[src/rtl/fp_acc_stream.sv]
// Sequential FP32 accumulator: sums N_TERMS products through an align/add/normalise
// datapath (one term per 4 clocks), emits the sum as a one-cycle pulse, then self-clears.
module fp_acc_stream #(
  parameter int unsigned N_TERMS = 784
) (
  input  logic        clk,
  input  logic        rst_n,
  input  logic        clr,
  input  logic        in_vld,
  input  logic [31:0] in_data,
  output logic        in_rdy,
  output logic        out_vld,
  output logic [31:0] out_data,
  output logic        busy
);

  localparam int unsigned CNT_W = $clog2(N_TERMS + 1);
  localparam int unsigned MAN_W = 25;

  localparam logic [1:0] S_IDLE  = 2'd0;
  localparam logic [1:0] S_ALIGN = 2'd1;
  localparam logic [1:0] S_ADD   = 2'd2;
  localparam logic [1:0] S_NORM  = 2'd3;

  logic [1:0]       state, state_nxt;
  logic [31:0]      acc, op_a, op_b;
  logic [CNT_W-1:0] cnt;
  logic             accept;

  logic [MAN_W-1:0] big_m_q, sml_m_q, mag_q;
  logic [7:0]       big_e_q, mag_e_q;
  logic             big_s_q, sub_q, mag_s_q;
  logic             spc_q, spc2_q;
  logic [31:0]      spc_val_q, spc2_val_q;

  assign in_rdy = (state == S_IDLE) && !clr;
  assign accept = in_vld && in_rdy;
  assign busy   = (state != S_IDLE) || (cnt != '0);

  always_ff @(posedge clk or negedge rst_n) begin
    if (!rst_n) state <= S_IDLE;
    else        state <= state_nxt;
  end

  always_comb begin
    state_nxt = state;
    if (clr) begin
      state_nxt = S_IDLE;
    end else begin
      case (state)
        S_IDLE:  if (accept) state_nxt = S_ALIGN;
        S_ALIGN: state_nxt = S_ADD;
        S_ADD:   state_nxt = S_NORM;
        S_NORM:  state_nxt = S_IDLE;
        default: state_nxt = S_IDLE;
      endcase
    end
  end

  // ALIGN: flush denormals, order by magnitude, align the smaller mantissa, resolve specials
  logic [7:0]       a_e, b_e, big_e, sml_e, shift_amt;
  logic [22:0]      a_m, b_m, big_m, sml_m;
  logic             a_nan, b_nan, a_inf, b_inf, big_s, sml_s;
  logic [MAN_W-1:0] sml_full, sml_aligned;
  logic             spc_nxt;
  logic [31:0]      spc_val_nxt;

  always_comb begin
    a_e   = op_a[30:23];
    b_e   = op_b[30:23];
    a_m   = (a_e == 8'h00) ? 23'h0 : op_a[22:0];
    b_m   = (b_e == 8'h00) ? 23'h0 : op_b[22:0];
    a_nan = (a_e == 8'hFF) && (a_m != 23'h0);
    b_nan = (b_e == 8'hFF) && (b_m != 23'h0);
    a_inf = (a_e == 8'hFF) && (a_m == 23'h0);
    b_inf = (b_e == 8'hFF) && (b_m == 23'h0);
    if ({a_e, a_m} >= {b_e, b_m}) begin
      big_e = a_e; big_m = a_m; big_s = op_a[31];
      sml_e = b_e; sml_m = b_m; sml_s = op_b[31];
    end else begin
      big_e = b_e; big_m = b_m; big_s = op_b[31];
      sml_e = a_e; sml_m = a_m; sml_s = op_a[31];
    end
    shift_amt   = big_e - sml_e;
    sml_full    = {1'b0, sml_e != 8'h00, sml_m};
    sml_aligned = (shift_amt >= 8'd25) ? '0 : (sml_full >> shift_amt);
    spc_nxt     = 1'b0;
    spc_val_nxt = 32'h0;
    if (a_nan || b_nan || (a_inf && b_inf && (op_a[31] != op_b[31]))) begin
      spc_nxt     = 1'b1;
      spc_val_nxt = 32'h7FFF_FFFF;
    end else if (a_inf) begin
      spc_nxt     = 1'b1;
      spc_val_nxt = {op_a[31], 8'hFF, 23'h0};
    end else if (b_inf) begin
      spc_nxt     = 1'b1;
      spc_val_nxt = {op_b[31], 8'hFF, 23'h0};
    end
  end

  // NORM: carry shift or leading-zero shift, then overflow/underflow clamps
  logic [4:0]        lz;
  logic signed [9:0] exp_adj;
  logic [22:0]       norm_man;
  logic [31:0]       res;

  always_comb begin
    lz = 5'd0;
    for (int i = 0; i < 24; i++) begin
      if (mag_q[i]) lz = 5'(23 - i);
    end
    exp_adj  = 10'sd0;
    norm_man = 23'h0;
    res      = 32'h0;
    if (spc2_q) begin
      res = spc2_val_q;
    end else if (mag_q != '0) begin
      if (mag_q[MAN_W-1]) begin
        exp_adj  = $signed({2'b00, mag_e_q}) + 10'sd1;
        norm_man = 23'(mag_q >> 1);
      end else begin
        exp_adj  = $signed({2'b00, mag_e_q}) - $signed({5'b00000, lz});
        norm_man = 23'(mag_q << lz);
      end
      if (exp_adj >= 10'sd255)   res = {mag_s_q, 8'hFF, 23'h0};
      else if (exp_adj <= 10'sd0) res = 32'h0;
      else                        res = {mag_s_q, exp_adj[7:0], norm_man};
    end
  end

  always_ff @(posedge clk or negedge rst_n) begin
    if (!rst_n) begin
      acc        <= 32'h0;
      cnt        <= '0;
      op_a       <= 32'h0;
      op_b       <= 32'h0;
      out_vld    <= 1'b0;
      out_data   <= 32'h0;
      big_m_q    <= '0;
      sml_m_q    <= '0;
      big_e_q    <= 8'h0;
      big_s_q    <= 1'b0;
      sub_q      <= 1'b0;
      spc_q      <= 1'b0;
      spc_val_q  <= 32'h0;
      mag_q      <= '0;
      mag_e_q    <= 8'h0;
      mag_s_q    <= 1'b0;
      spc2_q     <= 1'b0;
      spc2_val_q <= 32'h0;
    end else if (clr) begin
      acc     <= 32'h0;
      cnt     <= '0;
      out_vld <= 1'b0;
    end else begin
      out_vld <= 1'b0;
      case (state)
        S_IDLE: begin
          if (accept) begin
            op_a <= acc;
            op_b <= in_data;
            cnt  <= cnt + CNT_W'(1);
          end
        end
        S_ALIGN: begin
          big_m_q   <= {1'b0, big_e != 8'h00, big_m};
          sml_m_q   <= sml_aligned;
          big_e_q   <= big_e;
          big_s_q   <= big_s;
          sub_q     <= big_s != sml_s;
          spc_q     <= spc_nxt;
          spc_val_q <= spc_val_nxt;
        end
        S_ADD: begin
          mag_q      <= sub_q ? (big_m_q - sml_m_q) : (big_m_q + sml_m_q);
          mag_e_q    <= big_e_q;
          mag_s_q    <= big_s_q;
          spc2_q     <= spc_q;
          spc2_val_q <= spc_val_q;
        end
        default: begin
          if (cnt == CNT_W'(N_TERMS)) begin
            out_data <= res;
            out_vld  <= 1'b1;
            acc      <= 32'h0;
            cnt      <= '0;
          end else begin
            acc <= res;
          end
        end
      endcase
    end
  end

endmodule
[config.mk]
export PLATFORM = sky130hd
export DESIGN_NAME = fp_acc_stream
export DESIGN_NICKNAME = d
export VERILOG_FILES = /design/src/rtl/fp_acc_stream.sv
export SDC_FILE = /design/constraint.sdc
export NUM_CORES = 1
export LEC_CHECK = 0
export CORE_UTILIZATION = 55
export CTS_CLUSTER_SIZE = 30
export DETAILED_ROUTE_END_ITERATION = 8
export DONT_BUFFER_PORTS = 1
export GPL_TIMING_DRIVEN = 0
export PLACE_DENSITY_LB_ADDON = 0.05
export RECOVER_POWER = 100
export SLEW_MARGIN = 20
export SYNTH_ARGS = -nofsm -noshare
export SYNTH_HDL_FRONTEND = slang
export SYNTH_SLANG_ARGS = --single-unit
[constraint.sdc]
create_clock -name clk -period 14 [get_ports clk]
set_input_delay 1.4 -clock clk [delete_from_list [all_inputs] [get_ports clk]]
set_output_delay 1.4 -clock clk [all_outputs]
set_load 0.02 [all_outputs]
==> flow_metrics.env <==
export IMPL_outcome="finished with violations"
export IMPL_violations="capacitance limit, slew limit"
export IMPL_crit_required_ns=14.38
export IMPL_tritoncts="built"
export IMPL_synth_commonest_cells="nand2_1, dfrtp_1, o21ai_0"
export IMPL_setup_ws_ns=6.798
export IMPL_setup_violations=0
export IMPL_global_route_usage_met2=0.5023
export IMPL_ys_types=95
export IMPL_port_buffers=0
export IMPL_num_rows=62
export IMPL_hold_violations=0
export IMPL_arrival_ns=7.58
export IMPL_io_pins=71
export IMPL_htreeDepth=1
export IMPL_hpwl_mm=38.83
export IMPL_critPathBufInv=5
export IMPL_path_delay_family="compound AO/OA/AOI/OAI gates"
export IMPL_cts_resized=0
export IMPL_worstPathMaxFanout=10
export IMPL_syn_nets=1937
export IMPL_async_flop_share=1.000
export IMPL_crit_path_frequent_cell="clkbuf_1"
export IMPL_critPathMaxStageDelay_ns=1.23
export IMPL_grt_ovfl_total=0
export IMPL_finalNetCount=1967
export IMPL_maxCapViolations=1
export IMPL_synth_top_area_share=0.3677
export IMPL_ys_ff_latch=239
export IMPL_grt_use_met1=0.4884
export IMPL_min_period_over_period=0.5145
export IMPL_hold_class="flip-flop to flip-flop"
export IMPL_synth_top_area_cell="dfrtp_1"
export IMPL_initial_core_util=0.5621
export IMPL_yosysMostFrequentCell="nand2_1"
export IMPL_seq_area_frac_synth=0.3677
export IMPL_clock_skew_ns=0.02149
export IMPL_core_um2=28940
export IMPL_drc_errors=0
export IMPL_setup_tns_final_ns=0
export IMPL_diodes=0
export IMPL_vias=14220
export IMPL_first_iter_violations=1337
export IMPL_rrSetupSlack_ns=6.80
export IMPL_crit_type="flip-flop to flip-flop"
export IMPL_synth_main_ff_cell="dfrtp_1"
export IMPL_synth_avg_cell_area_um2=8.892
export IMPL_antenna_left=0
export IMPL_firstDrtPassIters=5
export IMPL_tightestPinTransition_ns=1.489
export IMPL_cts_root_buffer="clkbuf_16"
export IMPL_die_h_um=174.0
export IMPL_yosysWarnings=0
export IMPL_antenna_found_initial=3
export IMPL_dp_slack_ns=7.616
export IMPL_synth_area_um2=16260
export IMPL_slew_violations=1
export IMPL_clkLatencyLatePin_ns=0.55
export IMPL_hold_buffers=0
export IMPL_fin_crit_ns=7.202
export IMPL_synthTopCellsByArea="dfrtp_1, mux2_2, nand2_1, ha_1, o21ai_0"
export IMPL_fmax_ghz=0.1388
export IMPL_grt_start_max_net_pins=240
export IMPL_routedWlPerCell_um=21.98
export IMPL_grt_pass1_vias=13460
export IMPL_synth_cells=1829
export IMPL_final_core_util=0.6080
export IMPL_track_usage=0.3299
export IMPL_busiest_layer="met2"
export IMPL_die_width_um=174.0
export IMPL_tritoncts_num_buffers=28
export IMPL_path_cells="clkbuf_1, or4_1, o21ai_0, a21oi_1, nor2_1, inv_1, clkbuf_1, clkbuf_1, ha_1, a21o_1, a21oi_1, nand2b_1, a21oi_1, xnor2_1, or4_1, o311ai_0, nor3_1, clkbuf_1, o21a_1, o21ai_0, o21ai_0"
export IMPL_grt_pass1_wl_mm=77.76
export IMPL_clk_pin_slew_ns=0.06
export IMPL_drive_gt1_frac=0.1011
export IMPL_areaGrowthSynthToFinish_pct=8.170
export IMPL_slowest_stage="o311ai_0"
export IMPL_postCtsSetupRepairBufs=0
export IMPL_rsz0062_at_grt="no"
export IMPL_cp_start_kind="flip-flop"
export IMPL_cts_buffer_depth=3
export IMPL_clock_sinks=239
export IMPL_drt_wl_total_mm=49.77
export IMPL_viasPerCell=6.280
export IMPL_gp_congestion=1.012
export IMPL_end_kind="flip-flop"
export IMPL_use_met3=0.03346
export IMPL_relSlewSlack=-0.005130
export IMPL_synth_edf_count=0
export IMPL_die_area_um2=30260
layer usage:
layer  wire length (um)  part of all wire
met2              21830              0.44
met4               1808             0.036
met1              23280              0.47
met3               2854             0.057
met5                  0                 0
cells by family (layout without fill, tap and decap cells):
logic type / count (synthesis) / in the layout / synth area share
AO/OA/AOI/OAI: 490 / 490 / 0.1925
adder cells (fa/ha/maj): 72 / 72 / 0.05631
buffers and inverters: 200 / 251 / 0.05108
XOR/XNOR: 63 / 63 / 0.03485
flip-flops: 239 / 239 / 0.3677
multiplexers: 176 / 176 / 0.1307
AND/OR/NAND/NOR: 589 / 589 / 0.1669
worst register-to-register path, cell delays in order, from the launching register on:
cell,delay (ns)
dfrtp_1,0.36
clkbuf_1,0.29
or4_1,0.59
o21ai_0,0.23
a21oi_1,0.10
nor2_1,0.31
inv_1,0.15
clkbuf_1,0.27
clkbuf_1,0.32
ha_1,0.40
a21o_1,0.19
a21oi_1,0.17
nand2b_1,0.17
a21oi_1,0.09
xnor2_1,0.16
or4_1,0.52
o311ai_0,1.23
nor3_1,0.34
clkbuf_1,0.32
o21a_1,0.15
o21ai_0,0.50
o21ai_0,0.18
sequential cells by signal, summed over array words and instances (netlist names):
register,cells
out_data,32
cnt,10
mag_s_q,1
sub_q,1
op_a,32
sml_m_q,24
spc2_val_q,3
spc_val_q,3
op_b,32
big_s_q,1
acc,32
mag_q,25
out_vld,1
state,2
big_m_q,24
mag_e_q,8
big_e_q,8
layout by cell type (no fill, tap or decap), types with 14 or more instances in the layout:
cell type	instances
mux4_2	19
nand2_1	240
nand4_1	17
ha_1	70
clkbuf_1	109
nand3_1	43
clkbuf_16	29
a21oi_1	116
a22o_1	19
inv_1	82
a31oi_1	14
dfrtp_1	239
mux2i_1	56
xor2_1	22
a211oi_1	14
a21o_1	18
o21ai_0	176
nor4_1	20
nand2b_1	16
nor2_1	139
mux2_2	98
xnor2_1	39
o31ai_1	17
nor3_1	45
layout make-up:
class / count / area, um2
Buffer: 115 / 486.7
Clock buffer: 43 / 808.3
Inverter: 85 / 319.1
Tap cell: 384 / 480.5
Sequential cell: 239 / 5981
Fill cell: 2651 / 11340
Clock inverter: 8 / 97.59
Multi-Input combinational cell: 1390 / 9420
worst paths after layout:
check,from,to,cells past startpoint
max,mag_q[7]$_DFFE_PN0P_,out_data[11]$_DFFE_PN0P_,21
min,acc[4]$_DFFE_PN0P_,acc[4]$_DFFE_PN0P_,2
max reg2reg,mag_q[7]$_DFFE_PN0P_,out_data[11]$_DFFE_PN0P_,21
min reg2reg,acc[4]$_DFFE_PN0P_,acc[4]$_DFFE_PN0P_,2
max in group asynchronous,rst_n,op_b[12]$_DFFE_PN0P_,0
min in group asynchronous,rst_n,big_m_q[8]$_DFFE_PN0P_,0
per-stage QoR:
stage	area, um2	hold slack (ns)	cells
finish	17590	0.4789	2264
CTS	17650	0.4831	2264
global placement	16740	0.4591	2213
detailed placement	16740	0.4713	2213
floorplan	16260	0.4446	1829
global route	17590	0.5121	2264
Power is left out: the tool's default activity adds up to more than one toggle a clock period on the data nets, which glitch-free logic cannot reach.
